<file path="src/rtl/idex_stage.sv">
// idex_stage: ID/EX pipeline register of the five-stage core.
//
// Captures the decoded control fields and operands from the decode stage
// on every edge. Rs2 takes the write-back value when the forwarding unit
// asks for it. Load-use stalls and memory holds freeze the register, and
// branch flushes insert a bubble.
//
// Per-cycle action, highest priority first:
//   1. Mem_Hold  : HOLD   (registers and counters keep their value)
//   2. EX__Flush : BUBBLE (every IDex__* field and IDex__Valid load 0)
//   3. Need_Stall: HOLD   (the stalled instruction is evaluated again)
//   4. otherwise : LOAD   (capture every ID__* field)
//
// Handshake: there is no valid/ready pair. Stall_Up is the upstream
// "not ready" signal and is combinational. While it is high, the PC and the
// IF/ID register must keep their contents. When a flush wins over a
// load-use stall, Stall_Up stays low so that upstream loads the branch
// target.
//
// Ports:
//   clk, rst (async, active-low)
//   ID__*            decoded fields from the decode stage
//   WB__Data/OP2_IdS write-back value and its Rs2 select
//   Need_Stall, Mem_Hold, EX__Flush : pipeline control
//   IDex__*          registered copies (Rd1 -> OpA, muxed Rd2 -> OpB)
//   Stall_Up         combinational upstream freeze
//   Stall_Cnt, Flush_Cnt : saturating event counters
//   dbg_state        control state (0 = RUN, 1 = STALLED)
module idex_stage #(
  parameter int DATA_W = 32,
  parameter int CNT_W  = 16
) (
  input  logic              clk,
  input  logic              rst,
  input  logic [DATA_W-1:0] ID__PC,
  input  logic [DATA_W-1:0] ID__Imm,
  input  logic [DATA_W-1:0] ID__Rd1,
  input  logic [DATA_W-1:0] ID__Rd2,
  input  logic [DATA_W-1:0] WB__Data,
  input  logic [4:0]        ID__Rs1,
  input  logic [4:0]        ID__Rs2,
  input  logic [4:0]        ID__Rdst,
  input  logic              ID__Need_Rs1,
  input  logic              ID__Need_Rs2,
  input  logic              ID__R_WE,
  input  logic              ID__MemEnable,
  input  logic              ID__RW_MEM,
  input  logic [1:0]        ID__RDst_S,
  input  logic [3:0]        ID__ALU_Op,
  input  logic              ID__Valid,
  input  logic              OP2_IdS,
  input  logic              Need_Stall,
  input  logic              Mem_Hold,
  input  logic              EX__Flush,
  output logic [DATA_W-1:0] IDex__PC,
  output logic [DATA_W-1:0] IDex__Imm,
  output logic [DATA_W-1:0] IDex__OpA,
  output logic [DATA_W-1:0] IDex__OpB,
  output logic [4:0]        IDex__Rs1,
  output logic [4:0]        IDex__Rs2,
  output logic [4:0]        IDex__Rdst,
  output logic              IDex__Need_Rs1,
  output logic              IDex__Need_Rs2,
  output logic              IDex__R_WE,
  output logic              IDex__MemEnable,
  output logic              IDex__RW_MEM,
  output logic [1:0]        IDex__RDst_S,
  output logic [3:0]        IDex__ALU_Op,
  output logic              IDex__Valid,
  output logic              Stall_Up,
  output logic [CNT_W-1:0]  Stall_Cnt,
  output logic [CNT_W-1:0]  Flush_Cnt,
  output logic              dbg_state
);

  typedef enum logic {RUN = 1'b0, STALLED = 1'b1} ctl_state_t;

  ctl_state_t state, state_nxt;

  logic do_load;
  logic do_bubble;
  logic stall_inc;
  logic flush_inc;

  // A flush cancels the load-use freeze because the stalled instruction
  // is on the wrong path.
  assign Stall_Up  = Mem_Hold | (Need_Stall & ~EX__Flush);
  assign do_bubble = ~Mem_Hold & EX__Flush;
  assign do_load   = ~Mem_Hold & ~EX__Flush & ~Need_Stall;
  assign stall_inc = ~Mem_Hold & Need_Stall & ~EX__Flush;
  assign flush_inc = ~Mem_Hold & EX__Flush;

  always_comb begin
    state_nxt = state;
    case (state)
      RUN:     if (stall_inc) state_nxt = STALLED;
      STALLED: if (!Mem_Hold && (EX__Flush || !Need_Stall)) state_nxt = RUN;
      default: state_nxt = RUN;
    endcase
  end

  assign dbg_state = state;

  always_ff @(posedge clk or negedge rst) begin
    if (!rst) state <= RUN;
    else      state <= state_nxt;
  end

  always_ff @(posedge clk or negedge rst) begin
    if (!rst) begin
      IDex__PC        <= '0;
      IDex__Imm       <= '0;
      IDex__OpA       <= '0;
      IDex__OpB       <= '0;
      IDex__Rs1       <= '0;
      IDex__Rs2       <= '0;
      IDex__Rdst      <= '0;
      IDex__Need_Rs1  <= 1'b0;
      IDex__Need_Rs2  <= 1'b0;
      IDex__R_WE      <= 1'b0;
      IDex__MemEnable <= 1'b0;
      IDex__RW_MEM    <= 1'b0;
      IDex__RDst_S    <= '0;
      IDex__ALU_Op    <= '0;
      IDex__Valid     <= 1'b0;
    end else if (do_bubble) begin
      IDex__PC        <= '0;
      IDex__Imm       <= '0;
      IDex__OpA       <= '0;
      IDex__OpB       <= '0;
      IDex__Rs1       <= '0;
      IDex__Rs2       <= '0;
      IDex__Rdst      <= '0;
      IDex__Need_Rs1  <= 1'b0;
      IDex__Need_Rs2  <= 1'b0;
      IDex__R_WE      <= 1'b0;
      IDex__MemEnable <= 1'b0;
      IDex__RW_MEM    <= 1'b0;
      IDex__RDst_S    <= '0;
      IDex__ALU_Op    <= '0;
      IDex__Valid     <= 1'b0;
    end else if (do_load) begin
      IDex__PC        <= ID__PC;
      IDex__Imm       <= ID__Imm;
      IDex__OpA       <= ID__Rd1;
      IDex__OpB       <= OP2_IdS ? WB__Data : ID__Rd2;
      IDex__Rs1       <= ID__Rs1;
      IDex__Rs2       <= ID__Rs2;
      IDex__Rdst      <= ID__Rdst;
      IDex__Need_Rs1  <= ID__Need_Rs1;
      IDex__Need_Rs2  <= ID__Need_Rs2;
      IDex__R_WE      <= ID__R_WE;
      IDex__MemEnable <= ID__MemEnable;
      IDex__RW_MEM    <= ID__RW_MEM;
      IDex__RDst_S    <= ID__RDst_S;
      IDex__ALU_Op    <= ID__ALU_Op;
      IDex__Valid     <= ID__Valid;
    end
  end

  // Counters saturate at all-ones instead of wrapping.
  always_ff @(posedge clk or negedge rst) begin
    if (!rst) begin
      Stall_Cnt <= '0;
      Flush_Cnt <= '0;
    end else begin
      if (stall_inc && (Stall_Cnt != '1)) Stall_Cnt <= Stall_Cnt + CNT_W'(1);
      if (flush_inc && (Flush_Cnt != '1)) Flush_Cnt <= Flush_Cnt + CNT_W'(1);
    end
  end

endmodule

</file>
<file path="config.mk">
export PLATFORM = sky130hd
export DESIGN_NAME = idex_stage
export DESIGN_NICKNAME = d
export VERILOG_FILES = /design/src/rtl/idex_stage.sv
export SDC_FILE = /design/constraint.sdc
export NUM_CORES = 1
export LEC_CHECK = 0
export ABC_CLOCK_PERIOD_IN_PS = 1700
export BUFFER_PORTS_ARGS = -buffer_cell sky130_fd_sc_hd__buf_4
export CORE_AREA = 2 2 149 151
export DETAILED_ROUTE_END_ITERATION = 10
export DIE_AREA = 0 0 151 153
export PLACE_DENSITY = 0.69
export SLEW_MARGIN = 20
export SYNTH_ARGS = -nofsm -noshare
export SYNTH_HDL_FRONTEND = slang
export SYNTH_SLANG_ARGS = --single-unit
</file>
<file path="constraint.sdc">
create_clock -name clk -period 1.7 [get_ports clk]
set_input_delay 0.17 -clock clk [delete_from_list [all_inputs] [get_ports clk]]
set_output_delay 0.17 -clock clk [all_outputs]
set_load 0.02 [all_outputs]
</file>
### Yosys cells after proc, flatten, opt, wreduce, memory -nomap -nowiden

Cells that the tools add are included.

| storage, ports and cells | value |
|---|---|
| flip-flop bits (word level) | 188 |
| output and inout port bits | 189 |
| logic and storage cells | 74 |
| input bits | 193 |

| cells by class | value |
|---|---|
| muxes and demuxes | 34 |
| eq/ne operators | 2 |
| add/subtract/negate cells | 2 |
| reduce and logical (&&, ||, !) cells | 7 |
| bitwise logic cells | 11 |

Operator list:

| cell | number |
|---|---|
| $mux 32 | 9 |
| $add 16x1->16 const B | 2 |
| $ne 16x16->1 const B | 2 |
| $mux 5 | 6 |
| $mux 1 | 14 |
| $mux 4 | 2 |
| $and 1x1->1 | 6 |
| $mux 2 | 2 |
| $not 1->1 | 4 |
| $logic_and 1x1->1 | 3 |
| $logic_not 1->1 | 2 |
| $pmux 1 s2 | 1 |
| $reduce_bool 2->1 | 1 |
| $logic_or 1x1->1 | 1 |
| $or 1x1->1 | 1 |

### Depth between registers and ports, before layout

Gate-level depths: netlist (run 1).

| logic depth | value |
|---|---|
| depth in word-level cells | 5 |
| mapped depth | 8 |
| gate-level depth less buffers | 5 |

### Worst setup path before layout (run 1)

OpenSTA, ideal clock, no wires.

| path | value |
|---|---|
| path kind | reg2reg |
| start point | reg Stall_Cnt[0] |
| end point | reg Stall_Cnt[1] |
| buffers on the path | 0 |
| arrival time | 1.680 ns |
| setup slack | -0.105 ns |
| setup time | 0.125 ns |
| data required time | 1.575 ns |
| cell stages (with the launch flop) | 6 |
| cells stage by stage | dfrtp_1 ha_1 nand3_1 nor4_1 and2b_1 mux2_4 |

| on the way | value |
|---|---|
| cells in the longest elaborated chain, start to end | 2 |
| elaborated cells between the ends (all ways) | 3 |

RTL lines:

| item | line | RTL |
|---|---|---|
| start: declaration | 71 | `output logic [CNT_W-1:0] Stall_Cnt,` |
| start signal: assignment | 167 | `if (stall_inc && (Stall_Cnt != '1)) Stall_Cnt <= Stall_Cnt + CNT_W'(1);` |
| branches (longest 2 deep; another with $add 16x1->16) | n/a |  |

Parallel ways; which one is timed is not known.
A chain may end at the register's enable or synchronous reset.

### Worst setup path in the final report (run 1)

| path | value |
|---|---|
| start point | reg Stall_Cnt[11] |
| end point | reg Stall_Cnt[1] |

| on the way | value |
|---|---|
| cells in the longest elaborated chain, start to end | 2 |

RTL lines:

| item | line |
|---|---|
| $ne 16x16->1 | 167 |
| $logic_and 1x1->1 | 167 |

Every way passes these cells.

==> results of run 1 <==
## flip-flops by register name, indices dropped and copies added, names as in the netlist
register / count
IDex__MemEnable: 1
IDex__ALU_Op: 4
Flush_Cnt: 16
IDex__OpB: 32
dbg_state: 1
IDex__Rdst: 5
IDex__OpA: 32
IDex__Need_Rs1: 1
IDex__Valid: 1
Stall_Cnt: 16
IDex__RDst_S: 2
IDex__RW_MEM: 1
IDex__PC: 32
IDex__Imm: 32
IDex__Need_Rs2: 1
IDex__R_WE: 1
IDex__Rs1: 5
IDex__Rs2: 5
## synthesized netlist by cell type, drive strengths merged
| cell | n |
|---|---|
| or3 | 2 |
| nand2b | 3 |
| o211ai | 3 |
| dfrtp | 188 |
| clkbuf | 32 |
| and2b | 1 |
| o21ai | 125 |
| inv | 3 |
| and4 | 2 |
| nor3 | 3 |
| mux2 | 6 |
| ha | 2 |
| nand4b | 1 |
| buf | 25 |
| xor2 | 10 |
| and4b | 1 |
| nor3b | 3 |
| nand2 | 285 |
| a21o | 2 |
| mux2i | 33 |
| and3 | 4 |
| nand4 | 14 |
| xnor2 | 10 |
| nor2 | 9 |
| and2 | 1 |
| nor4b | 1 |
| o21a | 2 |
| a31oi | 2 |
| nor4 | 5 |
| a21oi | 2 |
| nand3 | 10 |
| or2 | 1 |
| o31ai | 32 |
## cells by family after synthesis
group                    share of synthesized area
AO/OA/AOI/OAI                               0.1175
XOR/XNOR                                   0.02188
adder cells (fa/ha/maj)                   0.003125
buffers and inverters                      0.03235
flip-flops                                  0.5876
multiplexers                               0.05016
AND/OR/NAND/NOR                             0.1874
## path summary, 6_finish.rpt
check | startpoint | to | slack (ps) | cells after the start
worst max-delay path | Stall_Cnt[11]$_DFFE_PN0P_ | Stall_Cnt[1]$_DFFE_PN0P_ | 30 | 4
worst min-delay path | ID__Imm[29] | IDex__Imm[29]$_DFFE_PN0P_ | 20 | 3
worst max register to register | Stall_Cnt[11]$_DFFE_PN0P_ | Stall_Cnt[1]$_DFFE_PN0P_ | 30 | 4
worst min register to register | IDex__OpB[17]$_DFFE_PN0P_ | IDex__OpB[17]$_DFFE_PN0P_ | 480 | 2
max in group asynchronous | rst | IDex__PC[31]$_DFFE_PN0P_ | 760 | 3
min in group asynchronous | rst | IDex__OpB[4]$_DFFE_PN0P_ | 240 | 2
## cell type report
| cell class | count | area share |
|---|---|---|
| Antenna cell | 1 | 0.0001921 |
| Clock buffer | 17 | 0.03266 |
| Clock inverter | 15 | 0.01364 |
| Inverter | 3 | 0.001057 |
| Multi-Input combinational cell | 575 | 0.2361 |
| Sequential cell | 188 | 0.3615 |
| Tap cell | 280 | 0.02690 |
| Timing Repair Buffer | 522 | 0.3279 |
## timing repair
item                                   in CTS  in global routing
pin swaps                                   1                  2
hold buffers                              113                  0
buffers inserted                            0                  2
resized for setup                           0                  3
endpoints found under the hold margin     153                  0
setup endpoints to repair                   1                  3
## critical path: cells and delay by family (launching register included)
family	cells	cell delay, ps
AND/OR/NAND/NOR	3	850
multiplexers	1	310
flip-flops	1	400
## report_power, final
part / switching [mW] / internal, mW / leakage, nW
Sequential: 0.376 / 4.97 / 2.45
Clock: 1.96 / 2.11 / 0.293
Combinational: 1.72 / 1.49 / 3.80
## stage by stage
stage	hold WS [ps]	setup TNS, ps	std cells	area, sq um	utilization
global placement	151.7	0	1453	11250	0.5238
global route	11.76	-51.23	1601	13020	0.6062
finish	15.95	0	1601	13020	0.6062
floorplan	-125.6	-16.72	823	8016	-
detailed placement	147.4	0	1453	11250	0.5238
CTS	1.876	0	1598	12990	0.6045
## routing by layer
| metal | global-route usage | wire length (microns) | vias up |
|---|---|---|---|
| met3 | 0.05463 | 1756 | 56 |
| li1 | - | - | 3738 |
| met1 | 0.2720 | 10580 | 3583 |
| met5 | 0 | 0 | - |
| met2 | 0.3775 | 12890 | 261 |
| met4 | 0.09079 | 778 | 0 |
==> summary.txt, run 1 <==
Placed design
  – Port Buffers: 381
  – Pre-CTS setup slack: 38.22 ps
  – Gp weighted congestion: around 0.84
  – DP Wirelength: 17620 microns

Synthesis
  – Top post-synthesis cells by area: dfrtp_1, nand2_1, o21ai_0
  – Synth cell types: 43
  – Syn Area/Cell: between 9 and 10 sq um
  – Synth Register Bits: 188
  – Seq/Total Area, Yosys: 0.5876
  – Leading area contributor after synthesis: dfrtp_1
  – Synthesis Warnings: 0
  – Mapped Nets: 1018
  – Synthesized area: 0.008006 sq mm
  – Synth top area share: 0.5876
  – Cells after Synth: 823

Route
  – Drt via density: approximately 4.8
  – WL/cell: about 16 microns
  – Final antenna-violating net count: 0
  – TritonRoute pass-1 iters: 4
  – DRT iter0 DRCs: 355
  – Vias: 7638
  – Routed WL: 26000 microns
  – Residual DRC: 0

Hold path
  – Hold Path Class: input port to register

Floorplan
  – Die area: about 0.023 sq mm
  – Row count: 54
  – Ports: 382
  – Core Area: 0.02149 sq mm
  – Die H: 153 microns
  – Die width: approximately 150 microns
  – Starting density of the core: 0.3726

CTS
  – CTS tree: yes
  – Clock Latency Late Sink: around 430 ps
  – Clock transition at path regs: 80 ps
  – Clock tree buffer depth: 2
  – H-tree depth: 4
  – Clock Tree Root: clkbuf_16
  – CTS Sinks: 188
  – CTS buffer count: 17

Critical path
  – Crit path cell chain: nand4_1 -> nor4_2 -> and2b_1 -> mux2_4
  – CP required: 2010 ps
  – Worst path slowest cell: dfrtp_1
  – CP endpoint kind: register
  – Max incr delay on CP: 400 ps
  – Startpoint Class: register
  – CP arrival: 1980 ps
  – Crit path max fanout: 3
  – Critical path type: register to register

Timing
  – Max-slew headroom: 0.5522
  – RSZ-0062 raised after global routing: true
  – Period Utilization, post-route: 0.9833
  – Fin crit period: 1672 ps
  – Final setup margin: between 20 and 30 ps
  – Worst Tran Pin Value: 671.7 ps
  – Final Hold Viols: 0
  – Final Setup Violations: 0
  – Final Max Tran Viols: 0
  – FMAX: roughly 600 MHz
  – Clk_skew: 6.413 ps

Finish
  – Fillers: ~1800
  – Synth-to-layout area growth: 62.67%
  – Multi-input gate area: 0.003075 sq mm
  – Register area: roughly 0.0047 sq mm
  – Most frequent cells in the layout: buf_4, nand2_1, dfrtp_1
  – Layout cells sized above 1: 0.3500
  – Most common cell after layout, fill and taps aside: buf_4
  – Nets: 1502

Power
  – P_leak: 6.544 nW
  – Power Total: roughly 13 mW
  – Max VDD drop: 0.0006223 V
  – PwrDens: 970.6 mW/mm^2

Global routing
  – Number of global-route vias before repair: 7747
  – GRT Resource Usage Total: 0.2232
  – Largest net degree at the start of global routing: 124
  – First-pass GRT wire length: 40450 microns
  – Antenna violations before repair: 1
  – GRT Residual Overflow: 0

Status
  – Outcome: complete, no violations

Job
  – Max-cap violations: 0
Note: power is estimated with default switching activity, not from simulation.
==> run 2: changes to the inputs <==
--- a/config.mk
+++ b/config.mk
@@ -10,7 +10,7 @@
 export CORE_AREA = 2 2 149 151
 export DETAILED_ROUTE_END_ITERATION = 10
 export DIE_AREA = 0 0 151 153
-export PLACE_DENSITY = 0.69
+export PLACE_DENSITY = 0.77
 export SLEW_MARGIN = 20
 export SYNTH_ARGS = -nofsm -noshare
 export SYNTH_HDL_FRONTEND = slang
==> summary.txt, run 2 (synthesized netlist as in run 1, its figures left out) <==
Status
  – Outcome: complete, no violations (unchanged)

Critical path
  – Crit path cell chain: nand4_1 -> nor4_2 -> and2b_1 -> mux2_4 (unchanged)
  – Critical path type: register to register (unchanged)
  – Max incr delay on CP: 420 ps (was 400 ps)
  – Startpoint Class: register (unchanged)
  – CP required: 2010 ps (about the same)
  – Crit path max fanout: 4 (was 3)
  – CP arrival: 1940 ps (was 1980 ps)
  – CP endpoint kind: register (unchanged)
  – Worst path slowest cell: dfrtp_1 (unchanged)

CTS
  – Clock Tree Root: clkbuf_16 (unchanged)
  – Clock Latency Late Sink: 420 ps (was 430 ps)
  – CTS Sinks: 188 (unchanged)
  – Clock tree buffer depth: 2 (unchanged)
  – CTS buffer count: 17 (unchanged)
  – H-tree depth: 4 (unchanged)
  – CTS tree: yes (unchanged)
  – Clock transition at path regs: 80 ps (about the same)

Floorplan
  – Die width: 151 microns (unchanged)
  – Row count: 54 (unchanged)
  – Core Area: 0.02149 sq mm (unchanged)
  – Ports: 382 (unchanged)
  – Die H: 153 microns (unchanged)
  – Die area: 0.02310 sq mm (unchanged)
  – Starting density of the core: 0.3726 (unchanged)

Finish
  – Multi-input gate area: 0.003093 sq mm (was 0.003075 sq mm)
  – # diodes: 0 (was 1)
  – Fillers: 1819 (was 1767)
  – Final instance area: 0.01270 sq mm (was 0.01302 sq mm)
  – Layout cells sized above 1: 0.3626 (was 0.3500)
  – Most frequent cells in the layout: buf_4, nand2_1, dfrtp_1 (unchanged)
  – Synth-to-layout area growth: 58.57% (was 62.67%)
  – Register area: 0.004710 sq mm (was 0.004708 sq mm)
  – Nets: 1467 (was 1502)
  – Most common cell after layout, fill and taps aside: buf_4 (unchanged)

Timing
  – FMAX: 613.5 MHz (was 598.2 MHz)
  – Max-slew headroom: 0.5884 (was 0.5522)
  – Worst Tran Pin Value: 617.4 ps (was 671.7 ps)
  – Clk_skew: 9.359 ps (was 6.413 ps)
  – Final Hold Viols: 0 (unchanged)
  – Final Setup Violations: 0 (unchanged)
  – Period Utilization, post-route: 0.9588 (was 0.9833)
  – Final Max Tran Viols: 0 (unchanged)
  – RSZ-0062 raised after global routing: true (unchanged)
  – Fin crit period: 1630 ps (was 1672 ps)
  – Setup_tns: 0 ps (unchanged)

Power
  – P_leak: 6.401 nW (was 6.544 nW)
  – Max VDD drop: 0.0006451 V (was 0.0006223 V)
  – PwrDens: 991.5 mW/mm^2 (was 970.6 mW/mm^2)

Route
  – Vias: 7563 (was 7638)
  – Routed WL: 25430 microns (was 26000 microns)
  – Final antenna-violating net count: 0 (unchanged)
  – Residual DRC: 0 (unchanged)
  – DRT iter0 DRCs: 385 (was 355)
  – WL/cell: 16.25 microns (was 16.24 microns)
  – TritonRoute pass-1 iters: 5 (was 4)
  – Drt via density: 4.833 (was 4.771)

Placed design
  – Placed inst area: 0.01129 sq mm (was 0.01125 sq mm)
  – DP Wirelength: 17240 microns (was 17620 microns)
  – Gp weighted congestion: 0.8511 (was 0.8399)
  – Port Buffers: 381 (unchanged)

Global routing
  – GRT Residual Overflow: 0 (unchanged)
  – First-pass GRT wire length: 39550 microns (was 40450 microns)
  – Antenna violations before repair: 0 (was 1)
  – Largest net degree at the start of global routing: 133 (was 124)
  – GRT Resource Usage Total: 0.2178 (was 0.2232)
  – Number of global-route vias before repair: 7652 (was 7747)

Job
  – Max-cap violations: 0 (unchanged)

Hold path
  – Hold Path Class: input port to register (unchanged)
run 2: through the flow:
stage | hold WS (ps) | std cells | utilization | setup WS [ps] | total power [mW]
floorplan | -125.6 | 823 | - | -16.72 | 6.766
global placement | 203.0 | 1455 | 0.5256 | 49.87 | 8.372
detailed placement | 200.4 | 1455 | 0.5256 | 12.40 | 8.463
CTS | 0.1344 | 1564 | 0.5892 | 4.745 | 12.64
global route | 0.5645 | 1565 | 0.5909 | -68.80 | 13.18
finish | 14.27 | 1565 | 0.5909 | 69.97 | 12.59
run 2: worst paths after layout:
check,from,endpoint,slack [ps],depth (start not counted)
worst max-delay path,Stall_Cnt[9]$_DFFE_PN0P_,Stall_Cnt[1]$_DFFE_PN0P_,70,4
worst min-delay path,ID__Rs1[4],IDex__Rs1[4]$_DFFE_PN0P_,10,3
worst max register to register,Stall_Cnt[9]$_DFFE_PN0P_,Stall_Cnt[1]$_DFFE_PN0P_,70,4
worst min register to register,IDex__OpB[8]$_DFFE_PN0P_,IDex__OpB[8]$_DFFE_PN0P_,480,2
max in group asynchronous,rst,IDex__PC[15]$_DFFE_PN0P_,750,3
min in group asynchronous,rst,Flush_Cnt[7]$_DFFE_PN0P_,320,2
run 2: what timing repair did:
| item | CTS | global route |
|---|---|---|
| hold endpoints to repair | 125 | 0 |
| buffers inserted | 0 | 1 |
| pin swaps | 0 | 3 |
| endpoints found under the setup margin | 1 | 8 |
| hold buffers | 77 | 0 |
| resized for setup | 1 | 6 |
run 2: worst max-delay path, delay by kind of cell, from the launching register on:
family	cells	cell delay [ps]
muxes	1	300
and+or+nand+nor	3	810
DFF	1	420
run 2: where the power goes:
group	leakage, nW	switching, mW	internal [mW]
registers	2.45	0.392	4.98
logic	3.66	1.72	1.47
clock network	0.290	1.90	2.13
run 2: routing by layer:
layer / share of wire / routed length (microns) / up-vias / GRT usage
met4: 0.033 / 847 / 0 / 0.08500
met3: 0.070 / 1786 / 55 / 0.05104
li1: - / - / 3666 / -
met2: 0.51 / 13070 / 298 / 0.3818
met1: 0.38 / 9720 / 3544 / 0.2564
met5: 0 / 0 / - / 0
run 2: area by class of cell:
type / count / share of cell area
Inverter: 3 / 0.0009855
Multi-Input combinational cell: 575 / 0.2436
Clock buffer: 18 / 0.03459
Timing Repair Buffer: 487 / 0.3105
Clock inverter: 14 / 0.01173
Sequential cell: 188 / 0.3709
Tap cell: 280 / 0.02759
